===== src/rtl/wb_port_arbiter_pkg.sv =====
// Shared widths, parameter defaults and grant encoding for the RF write-port arbiter.
package wb_port_arbiter_pkg;

  localparam int RF_AW            = 5;
  localparam int RF_DW            = 32;
  localparam int WBARB_LDQ_DEPTH  = 4;
  localparam int WBARB_STARVE_LIM = 3;

  typedef enum logic [1:0] {
    GNT_NONE = 2'd0,
    GNT_LD   = 2'd1,
    GNT_PIPE = 2'd2
  } grant_e;

endpackage


===== src/rtl/wb_port_arbiter_if.sv =====
// Requester/RF-side bundle of the write-port arbiter; slave = arbiter, master = environment.
interface wb_port_arbiter_if
  import wb_port_arbiter_pkg::*;
#(
  parameter int DW = RF_DW,
  parameter int AW = RF_AW
) ();

  logic          pipe_valid;
  logic          pipe_ready;
  logic [AW-1:0] pipe_wR;
  logic [DW-1:0] pipe_wD;
  logic          ld_valid;
  logic          ld_ready;
  logic [AW-1:0] ld_wR;
  logic [DW-1:0] ld_wD;
  logic          rf_we;
  logic [AW-1:0] rf_wR;
  logic [DW-1:0] rf_wD;
  logic          ldq_empty;

  modport slave (
    input  pipe_valid, pipe_wR, pipe_wD, ld_valid, ld_wR, ld_wD,
    output pipe_ready, ld_ready, rf_we, rf_wR, rf_wD, ldq_empty
  );

  modport master (
    output pipe_valid, pipe_wR, pipe_wD, ld_valid, ld_wR, ld_wD,
    input  pipe_ready, ld_ready, rf_we, rf_wR, rf_wD, ldq_empty
  );

endinterface


===== src/rtl/wb_port_arbiter_ldq.sv =====
// Load-return circular FIFO of {kill, wR, wD}; head is combinational from the read pointer.
// A kill request marks every occupied entry with a matching index, plus the entry pushed this cycle.
module wb_ldq
  import wb_port_arbiter_pkg::*;
#(
  parameter  int DEPTH = WBARB_LDQ_DEPTH,
  parameter  int DW    = RF_DW,
  parameter  int AW    = RF_AW,
  localparam int PW    = $clog2(DEPTH),
  localparam int CW    = PW + 1
) (
  input  logic          clk,
  input  logic          rst,
  input  logic          push,
  input  logic [AW-1:0] push_wr,
  input  logic [DW-1:0] push_wd,
  input  logic          pop,
  input  logic          kill_en,
  input  logic [AW-1:0] kill_idx,
  output logic          head_kill,
  output logic [AW-1:0] head_wr,
  output logic [DW-1:0] head_wd,
  output logic [CW-1:0] count
);

  logic [DEPTH-1:0] kill_q;
  logic [AW-1:0]    wr_q [DEPTH];
  logic [DW-1:0]    wd_q [DEPTH];
  logic [PW-1:0]    rd_ptr;
  logic [PW-1:0]    wr_ptr;
  logic [CW-1:0]    count_q;
  logic [DEPTH-1:0] kill_hit;
  logic             push_kill;

  // An entry is occupied when its distance from the head is below the count.
  for (genvar i = 0; i < DEPTH; i++) begin : g_occ
    logic [PW-1:0] off;
    assign off         = PW'(i) - rd_ptr;
    assign kill_hit[i] = kill_en && ({1'b0, off} < count_q) && (wr_q[i] == kill_idx);
  end

  assign push_kill = kill_en && (push_wr == kill_idx);

  always_ff @(posedge clk or posedge rst) begin
    if (rst) begin
      kill_q  <= '0;
      rd_ptr  <= '0;
      wr_ptr  <= '0;
      count_q <= '0;
    end else begin
      for (int i = 0; i < DEPTH; i++) begin
        if (push && (wr_ptr == PW'(i))) kill_q[i] <= push_kill;
        else if (kill_hit[i])           kill_q[i] <= 1'b1;
      end
      if (push) wr_ptr <= wr_ptr + PW'(1);
      if (pop)  rd_ptr <= rd_ptr + PW'(1);
      case ({push, pop})
        2'b10:   count_q <= count_q + CW'(1);
        2'b01:   count_q <= count_q - CW'(1);
        default: count_q <= count_q;
      endcase
    end
  end

  always_ff @(posedge clk) begin
    if (push) begin
      wr_q[wr_ptr] <= push_wr;
      wd_q[wr_ptr] <= push_wd;
    end
  end

  assign head_kill = kill_q[rd_ptr];
  assign head_wr   = wr_q[rd_ptr];
  assign head_wd   = wd_q[rd_ptr];
  assign count     = count_q;

endmodule


===== src/rtl/wb_port_arbiter.sv =====
// Shares the RF write port between pipe writeback and queued load returns; loads win unless the pipe starves.
// Registered RF outputs one cycle after a grant; pipe_ready/ld_ready are derived from registered state only.
module wb_port_arbiter
  import wb_port_arbiter_pkg::*;
#(
  parameter int LDQ_DEPTH  = WBARB_LDQ_DEPTH,
  parameter int STARVE_LIM = WBARB_STARVE_LIM,
  parameter int DW         = RF_DW,
  parameter int AW         = RF_AW
) (
  input logic               cpu_clk,
  input logic               cpu_rst,
  wb_port_arbiter_if.slave  bus
);

  localparam int CW = $clog2(LDQ_DEPTH) + 1;
  localparam int SW = $clog2(STARVE_LIM + 1);

  logic [CW-1:0] count;
  logic          head_kill;
  logic [AW-1:0] head_wr;
  logic [DW-1:0] head_wd;
  logic [SW-1:0] starve_cnt;
  logic          at_lim;
  logic          empty;
  logic          pipe_ready_c;
  logic          ld_ready_c;
  logic          push;
  logic          kill_en;
  grant_e        gnt;

  logic          rf_we_q;
  logic [AW-1:0] rf_wr_q;
  logic [DW-1:0] rf_wd_q;

  assign empty        = (count == '0);
  assign at_lim       = (starve_cnt == SW'(STARVE_LIM));
  assign pipe_ready_c = empty || at_lim;
  assign ld_ready_c   = (count < CW'(LDQ_DEPTH));
  // Loads to x0 are accepted but never occupy a slot.
  assign push         = bus.ld_valid && ld_ready_c && (bus.ld_wR != '0);

  always_comb begin
    gnt = GNT_NONE;
    if (!empty && !(bus.pipe_valid && at_lim)) gnt = GNT_LD;
    else if (bus.pipe_valid && pipe_ready_c)   gnt = GNT_PIPE;
  end

  assign kill_en = (gnt == GNT_PIPE) && (bus.pipe_wR != '0);

  wb_ldq #(
    .DEPTH (LDQ_DEPTH),
    .DW    (DW),
    .AW    (AW)
  ) u_ldq (
    .clk       (cpu_clk),
    .rst       (cpu_rst),
    .push      (push),
    .push_wr   (bus.ld_wR),
    .push_wd   (bus.ld_wD),
    .pop       (gnt == GNT_LD),
    .kill_en   (kill_en),
    .kill_idx  (bus.pipe_wR),
    .head_kill (head_kill),
    .head_wr   (head_wr),
    .head_wd   (head_wd),
    .count     (count)
  );

  always_ff @(posedge cpu_clk or posedge cpu_rst) begin
    if (cpu_rst) begin
      starve_cnt <= '0;
    end else if ((gnt == GNT_PIPE) || !bus.pipe_valid) begin
      starve_cnt <= '0;
    end else if ((gnt == GNT_LD) && !at_lim) begin
      starve_cnt <= starve_cnt + SW'(1);
    end
  end

  // A killed load still takes its write slot, but with the enable dropped.
  always_ff @(posedge cpu_clk or posedge cpu_rst) begin
    if (cpu_rst) begin
      rf_we_q <= 1'b0;
      rf_wr_q <= '0;
      rf_wd_q <= '0;
    end else begin
      case (gnt)
        GNT_PIPE: begin
          rf_we_q <= (bus.pipe_wR != '0);
          rf_wr_q <= bus.pipe_wR;
          rf_wd_q <= bus.pipe_wD;
        end
        GNT_LD: begin
          rf_we_q <= !head_kill && (head_wr != '0);
          rf_wr_q <= head_wr;
          rf_wd_q <= head_wd;
        end
        default: rf_we_q <= 1'b0;
      endcase
    end
  end

  assign bus.pipe_ready = pipe_ready_c;
  assign bus.ld_ready   = ld_ready_c;
  assign bus.ldq_empty  = empty;
  assign bus.rf_we      = rf_we_q;
  assign bus.rf_wR      = rf_wr_q;
  assign bus.rf_wD      = rf_wd_q;

endmodule


===== src/flat_wrapper.sv =====
// flat-port wrapper written by rule: the top's interface ports become plain ports
module wb_port_arbiter_flat import wb_port_arbiter_pkg::*;
#(
  parameter int LDQ_DEPTH  = WBARB_LDQ_DEPTH,
  parameter int STARVE_LIM = WBARB_STARVE_LIM,
  parameter int DW         = RF_DW,
  parameter int AW         = RF_AW
)
  (cpu_clk, cpu_rst, bus_pipe_valid, bus_pipe_wR, bus_pipe_wD, bus_ld_valid, bus_ld_wR, bus_ld_wD, bus_pipe_ready, bus_ld_ready, bus_rf_we, bus_rf_wR, bus_rf_wD, bus_ldq_empty);
  wb_port_arbiter_if #(.DW(DW), .AW(AW)) bus_i ();
  input logic cpu_clk;
  input logic cpu_rst;
  input wire logic [$bits(bus_i.pipe_valid)-1:0] bus_pipe_valid;
  input wire logic [$bits(bus_i.pipe_wR)-1:0] bus_pipe_wR;
  input wire logic [$bits(bus_i.pipe_wD)-1:0] bus_pipe_wD;
  input wire logic [$bits(bus_i.ld_valid)-1:0] bus_ld_valid;
  input wire logic [$bits(bus_i.ld_wR)-1:0] bus_ld_wR;
  input wire logic [$bits(bus_i.ld_wD)-1:0] bus_ld_wD;
  output wire logic [$bits(bus_i.pipe_ready)-1:0] bus_pipe_ready;
  output wire logic [$bits(bus_i.ld_ready)-1:0] bus_ld_ready;
  output wire logic [$bits(bus_i.rf_we)-1:0] bus_rf_we;
  output wire logic [$bits(bus_i.rf_wR)-1:0] bus_rf_wR;
  output wire logic [$bits(bus_i.rf_wD)-1:0] bus_rf_wD;
  output wire logic [$bits(bus_i.ldq_empty)-1:0] bus_ldq_empty;
  assign bus_i.pipe_valid = bus_pipe_valid;
  assign bus_i.pipe_wR = bus_pipe_wR;
  assign bus_i.pipe_wD = bus_pipe_wD;
  assign bus_i.ld_valid = bus_ld_valid;
  assign bus_i.ld_wR = bus_ld_wR;
  assign bus_i.ld_wD = bus_ld_wD;
  assign bus_pipe_ready = bus_i.pipe_ready;
  assign bus_ld_ready = bus_i.ld_ready;
  assign bus_rf_we = bus_i.rf_we;
  assign bus_rf_wR = bus_i.rf_wR;
  assign bus_rf_wD = bus_i.rf_wD;
  assign bus_ldq_empty = bus_i.ldq_empty;
  wb_port_arbiter #(.LDQ_DEPTH(LDQ_DEPTH), .STARVE_LIM(STARVE_LIM), .DW(DW), .AW(AW)) u_core (.cpu_clk(cpu_clk), .cpu_rst(cpu_rst), .bus(bus_i));
endmodule

===== config.mk =====
export PLATFORM = sky130hd
export DESIGN_NAME = wb_port_arbiter_flat
export DESIGN_NICKNAME = d
export VERILOG_FILES = /design/src/rtl/wb_port_arbiter_pkg.sv /design/src/rtl/wb_port_arbiter_if.sv /design/src/rtl/wb_port_arbiter_ldq.sv /design/src/rtl/wb_port_arbiter.sv /design/src/flat_wrapper.sv
export SDC_FILE = /design/constraint.sdc
export NUM_CORES = 1
export LEC_CHECK = 0
export CAP_MARGIN = 25
export CORE_ASPECT_RATIO = 0.75
export CORE_MARGIN = 5
export CORE_UTILIZATION = 47
export CTS_BUF_LIST = sky130_fd_sc_hd__clkbuf_8
export CTS_CLUSTER_DIAMETER = 60
export DETAILED_ROUTE_END_ITERATION = 12
export PLACE_DENSITY = 0.7
export SKIP_LAST_GASP = 1
export SYNTH_ARGS = -nofsm -noshare
export SYNTH_HDL_FRONTEND = slang
export SYNTH_SLANG_ARGS = --single-unit

===== constraint.sdc =====
create_clock -name cpu_clk -period 4.3 [get_ports cpu_clk]
set_clock_uncertainty 0.05 [all_clocks]
set_input_delay 1.29 -clock cpu_clk [delete_from_list [all_inputs] [get_ports cpu_clk]]
set_output_delay 1.29 -clock cpu_clk [all_outputs]
set_load 0.01 [all_outputs]

-- Yosys cells after proc, flatten, opt, wreduce, memory -nomap -nowiden
Memories as Yosys holds them, arrays and structs flattened.
Index checks and enable logic that the tools add are counted.
- register bits after elaboration: 51
- latch bits: 0
- RAM bits: 148
- ROM bits: 0
- bits of input ports: 78
- output and inout port bits: 41
- word-level logic and storage cells: 101
- memories: 2
- $add $sub $neg: 9
- multipliers: 0
- div/mod/pow operators: 0
- order comparisons: 6
- equality and inequality tests: 13
- shift-type cells: 0
- muxes and demuxes: 20
- bitwise logic cells: 0
- reduce and logical (&&, ||, !) cells: 40
- memory list (name ; depth ; width ; read ports ; clocked after memory_dff ; write ports ; RTL line ; RTL):
    u_core.u_ldq.wd_q ; 4 ; 32 ; 1 ; 0 ; 1 ; wb_port_arbiter_ldq.sv:28 ; logic [DW-1:0] wd_q [DEPTH];
    u_core.u_ldq.wr_q ; 4 ; 5 ; 5 ; 0 ; 1 ; wb_port_arbiter_ldq.sv:27 ; logic [AW-1:0] wr_q [DEPTH];
- operator list (kind ; count):
    one-hot mux 32 bit (2 select lines) ; 1
    equality test 5 bit ; 5
    logical AND 1 bit ; 21
    nonzero test 5 bit ; 3
    nonzero test 2 bit ; 7
    < comparator 2 x 3 -> 1 bit ; 4
    2-to-1 mux 1 bit ; 11
    equality test 2 bit, second input constant ; 5
    one-hot mux 5 bit (2 select lines) ; 1
    2-to-1 mux 2 bit ; 4
    adder 2 x 1 -> 2 bit, second input constant ; 3
    equality test 2 x 1 -> 1 bit, second input constant ; 3
    one-hot mux 3 bit (2 select lines) ; 1
    logical NOT 1 bit ; 5
    subtractor 1 x 2 -> 2 bit, first input constant ; 2
    subtractor 2 bit, first input constant ; 2
    adder 3 x 1 -> 3 bit, second input constant ; 1
    logical NOT 3 bit ; 1
    < comparator 2 x 3 -> 1 bit, second input constant ; 1
    < comparator 3 bit, second input constant ; 1
    subtractor 3 x 1 -> 3 bit, second input constant ; 1
    binary-select mux 1 bit (select 2 bit) ; 1
    logical NOT 2 bit ; 1
    logical OR 1 bit ; 2
    one-hot mux 1 bit (2 select lines) ; 1

-- Depth between registers and ports, before layout
- depth in word-level cells: 11
- mapped depth: 11
- mapped depth without buffers: 9

-- Hierarchy
Synthesis repeated with hierarchy kept, for this count alone.
- cells, all modules: 532
- area total of the unflattened synthesis: 8305.5 um^2
- modules (own cells, without submodules) (module ; instances ; cells each ; area an instance (um^2) ; seq. area each (um^2)):
    wb_ldq ; 1 ; 304 ; 6383.6 ; 4719.5
    wb_port_arbiter ; 1 ; 228 ; 1921.8 ; 1001.0

-- Least setup slack after synthesis
Ideal clock, no wire load.
- kind: input to register
- start point: input bus_ld_wR[0]
- end point: register u_core.u_ldq.count_q[2], in the netlist u_core.u_ldq.count[2]
- data arrival time: 3.003 ns
- data required time: 4.168 ns
- path slack: 1.165 ns
- stages on the path: 9
- cells stage by stage: or3_1 > o311a_4 > inv_1 > ha_1 > inv_1 > fa_1 > xor2_1 > nor2_1 > xnor2_1
- longest elaborated chain between the ends: 4
- elaborated cells between the ends (all ways): 6
- ends and longest elaborated chain (item ; RTL line ; RTL):
    start: declaration ; flat_wrapper.sv:17 ; input wire logic [$bits(bus_i.ld_wR)-1:0] bus_ld_wR;
    nonzero test 5 bit * ; wb_port_arbiter.sv:41 ; assign push = bus.ld_valid && ld_ready_c && (bus.ld_wR != '0);
    logical AND 1 bit * ; wb_port_arbiter.sv:41 ;
    equality test 2 x 1 -> 1 bit or equality test 2 bit (tied branches) ; wb_port_arbiter_ldq.sv:57 ; case ({push, pop})
    one-hot mux 3 bit (2 select lines) or nonzero test 2 bit (tied branches) ; - ;
    end signal: assignment ; wb_port_arbiter_ldq.sv:58 ; 2'b10: count_q <= count_q + CW'(1);
    end signal: assignment ; wb_port_arbiter_ldq.sv:59 ; 2'b01: count_q <= count_q - CW'(1);
    end signal: assignment ; wb_port_arbiter_ldq.sv:60 ; default: count_q <= count_q;
    end: declaration ; wb_port_arbiter_ldq.sv:31 ; logic [CW-1:0] count_q;
Mark *: on every way between the ends. The rest lies on a longest branch, timed or not.
A chain may end at the register's enable or synchronous reset.

-- Worst setup path in the final report
- start point: register u_core.u_ldq.count_q[0], in the netlist u_core.u_ldq.count[0]
- end point: output bus_pipe_ready
- longest elaborated chain between the ends: 2
- ends and longest elaborated chain (item ; RTL line ; RTL):
    logical NOT 3 bit ; wb_port_arbiter.sv:36 ; assign empty = (count == '0);
    logical OR 1 bit ; wb_port_arbiter.sv:38 ; assign pipe_ready_c = empty || at_lim;
    end: declaration ; flat_wrapper.sv:19 ; output wire logic [$bits(bus_i.pipe_ready)-1:0] bus_pipe_ready;
Every way passes these cells.

==> parameters.txt <==
Parameter                              Value

Run status
  Result of the run    completed

Detailed routing
  Total wire length    17100 µm
  First-pass DRT Iterations    4
  Residual antenna-violating net count after detailed routing    0
  Met2 wire length    7930 µm
  Total number of vias    4547
  Topmost layer with routed signal wires    met5
  Total length of routed met3 wires    1100 µm
  DR iter-0 viols    381
  Metal1 wirelength    7920 µm
  Via-to-Cell Ratio    5.32
  Number of remaining DRC errors    0
  Drt wl/cell    20.0 µm

Logic synthesis
  Post-synth EDFFs    148
  Synth Flop Type    sky130_fd_sc_hd__edfxtp_1
  Post-synthesis simple-gate area fraction    3.69%
  Share of cell area taken by muxes after synthesis    15.3%
  Fraction of synthesized cell area taken by the top area cell type    53.6%
  Cell count after synthesis    476
  Post-Syn Area    0.00830 mm²
  Ranking of synthesized cells by area    sky130_fd_sc_hd__edfxtp_1 (54%), sky130_fd_sc_hd__dfrtp_1 (15%), sky130_fd_sc_hd__mux4_2 (10%)
  Combinational family with the most area after synthesis    multiplexers
  Most used standard cell by instance count after synthesis    sky130_fd_sc_hd__edfxtp_1
  Area share of xor/xnor cells in the synthesized design    3.38%
  Number of nets in the synthesized netlist    565
  Post-synthesis cell type with the largest combined area    sky130_fd_sc_hd__edfxtp_1
  Count of unique library cells instantiated by Yosys    42
  Number of synthesized register bits    199
  Synth Warn #    0
  Share of async-settable or async-resettable flops after synthesis    25.6%
  Ranking of synthesized cells by instance count    sky130_fd_sc_hd__edfxtp_1 (148), sky130_fd_sc_hd__dfrtp_1 (51), sky130_fd_sc_hd__mux2i_1 (41), sky130_fd_sc_hd__mux4_2 (38), sky130_fd_sc_hd__nand2_1 (35)
  Average instance area after synthesis    17.4 µm²
  Sequential-to-total area share from yosys stat    68.9%
  Area share of fa/ha/maj cells after synthesis    1.75%
  Compound-cell area share of the yosys netlist    4.55%

Pwr
  Leakage power figure    3.66 nW
  Total power    0.00612 W
  Worst IR Drop VDD    0.384 mV
  Pwr dens    606 mW/mm²

Hold path
  Min-Delay Path Depth    1
  Type of the worst min-delay path    flop to flop

Clocking
  Cts-stage hold buffer count    0
  Max Root-Sink Buffers    2
  Clock transition time at the flip-flop clock pins of the worst setup and hold paths    80 ps
  Number of H-tree levels    4
  Root cell of the clock tree    sky130_fd_sc_hd__clkbuf_8
  Total clock buffers created by CTS    17
  Post-CTS setup-driven buffer insertion count    0
  TritonCTS clock tree    yes
  Post-CTS sizing    0
  Latest clock arrival within the worst-skew pair    460 ps
  Count of clock tree sinks    199

Critical path
  Peak per-stage delay on the critical path    510 ps
  Critical-path cell list    nor3_4 > buf_4 > nor2_1 > inv_1 > clkdlybuf4s50_1
  Setup crit end kind    primary output
  Slowest cell on the critical path    sky130_fd_sc_hd__dfrtp_1
  Required time at the worst-slack endpoint    2960 ps
  Startpoint kind of the worst setup timing path    flop
  Kind of critical path    flop to primary output
  CP arrival    2290 ps
  R2R cell count    9
  Highest fanout seen on the critical path    9

STA
  FMAX    276 MHz
  Headroom to the max-slew limit    58.3%
  Unrepaired setup endpoints after global routing    false
  Final critical-path share of the clock period    84.3%
  Pin slew with the least headroom to its limit    626 ps
  Final Critical Period    3630 ps
  Hold Violations, Final    0
  Setup TNS    0 ps
  Final-report setup violation count    0
  Max-slew violation count    0

Global routing
  Wire length of the first global-routing pass    26700 µm
  Aggregate global-route resource usage    17.4%
  Number of global-route vias before repair    4774
  Antenna violations before repair    2
  Pin count of the biggest net entering global routing    49
  GRT Residual Overflow    0

Floorplan
  IO Pins    119
  Horizontal extent of the die    163 µm
  Site Rows    42
  Starting density of the core    47.4%
  Vertical die dimension    125 µm
  Core footprint    0.0175 mm²
  Floorplan die area    0.0204 mm²

Final layout
  Post-Route Utilization    57.7%
  Net count, final    688
  Area growth from synthesis to layout    21.7%
  Final design instance area without fill    0.0101 mm²
  Fraction of layout instances using a drive strength above 1    15.0%

Place
  Total cell area at the placement stage    0.00975 mm²
  Detailed placer's ending HPWL    11600 µm
  Final weighted congestion in routability-driven placement    0.803
  PortBufs    118

Flow run
  Max Cap Violations    0
-- sequential cells by signal, summed over array words and instances, names as in the netlist, 2 cells and up --
signal,count
u_core.bus.rf_wD,32
u_core.bus.rf_wR,5
u_core.starve_cnt,2
u_core.u_ldq.count,3
u_core.u_ldq.kill_q,4
u_core.u_ldq.rd_ptr,2
u_core.u_ldq.wd_q,128
u_core.u_ldq.wr_ptr,2
u_core.u_ldq.wr_q,20
-- per-stage QoR --
step / cells / hold slack [ps] / worst slack (ps)
after detailed placement: 821 / 378 / 521
after global routing: 855 / 418 / 565
final: 855 / 382 / 673
after global placement: 818 / 368 / 572
after floorplan: 476 / 357 / 1160
after CTS: 853 / 389 / 676
-- cell usage in the layout (no fill, tap or decap), types with 10 or more instances in the layout --
cell type,n
sky130_fd_sc_hd__edfxtp_1,148
sky130_fd_sc_hd__xnor2_1,11
sky130_fd_sc_hd__dfrtp_1,49
sky130_fd_sc_hd__clkbuf_8,18
sky130_fd_sc_hd__o21ai_0,25
sky130_fd_sc_hd__ha_1,10
sky130_fd_sc_hd__mux2i_1,41
sky130_fd_sc_hd__o21ai_1,13
sky130_fd_sc_hd__clkdlybuf4s50_1,118
sky130_fd_sc_hd__mux4_2,38
sky130_fd_sc_hd__xor2_1,21
sky130_fd_sc_hd__nand2_1,35
sky130_fd_sc_hd__inv_1,14
-- final timing paths --
| kind | slack, ps | start | endpoint |
|---|---|---|---|
| max reg2reg | 1990 | u_core.u_ldq.count[2] | u_core.u_ldq.count[2] |
| max | 670 | u_core.u_ldq.count[0] | bus_pipe_ready |
| min reg2reg | 380 | u_core.starve_cnt[0] | u_core.starve_cnt[0] |
| max in group asynchronous | 2510 | cpu_rst | u_core.u_ldq.rd_ptr[1] |
| min in group asynchronous | 1060 | cpu_rst | u_core.bus.rf_wD[4] |
| min | 380 | u_core.starve_cnt[0] | u_core.starve_cnt[0] |
-- area by class of cell --
cell class | count | area (µm²)
Fill cell | 1364 | 7400
Sequential cell | 199 | 5720
Multi-Input combinational cell | 239 | 2380
Timing Repair Buffer | 130 | 1320
Tap cell | 242 | 303
Clock buffer | 18 | 248
Clock inverter | 14 | 73.8
Inverter | 12 | 47.5
Antenna cell | 1 | 2.50
-- routing by layer --
| layer | vias up | track usage, % |
|---|---|---|
| met1 | 2306 | 25.4 |
| li1 | 2068 | - |
| met4 | 2 | 4.73 |
| met3 | 18 | 5.03 |
| met2 | 153 | 25.9 |
| met5 | - | 0 |
-- power by group --
group | total [W] | leakage (nW) | switching, W | internal, W
registers | 0.00281 | 1.95 | 0.000279 | 0.00253
logic | 0.00231 | 1.53 | 0.00109 | 0.00122
clock network | 0.00100 | 0.178 | 0.000603 | 0.000399
-- worst max-delay path: cells and delay by family (launching register included) --
kind | cells | cell delay, ps
buffers and inverters | 3 | 800
DFF | 1 | 510
and+or+nand+nor | 2 | 520
-- cell families after synthesis --
| kind of cell | count (synthesis) |
|---|---|
| muxes | 79 |
| AOI/OAI and AO/OA | 59 |
| buffers and inverters | 38 |
| xor gates and xnor gates | 32 |
| DFF | 199 |
| and+or+nand+nor | 58 |
| adders and majority gates | 11 |
No activity file was read; power rests on OpenSTA's default activity.
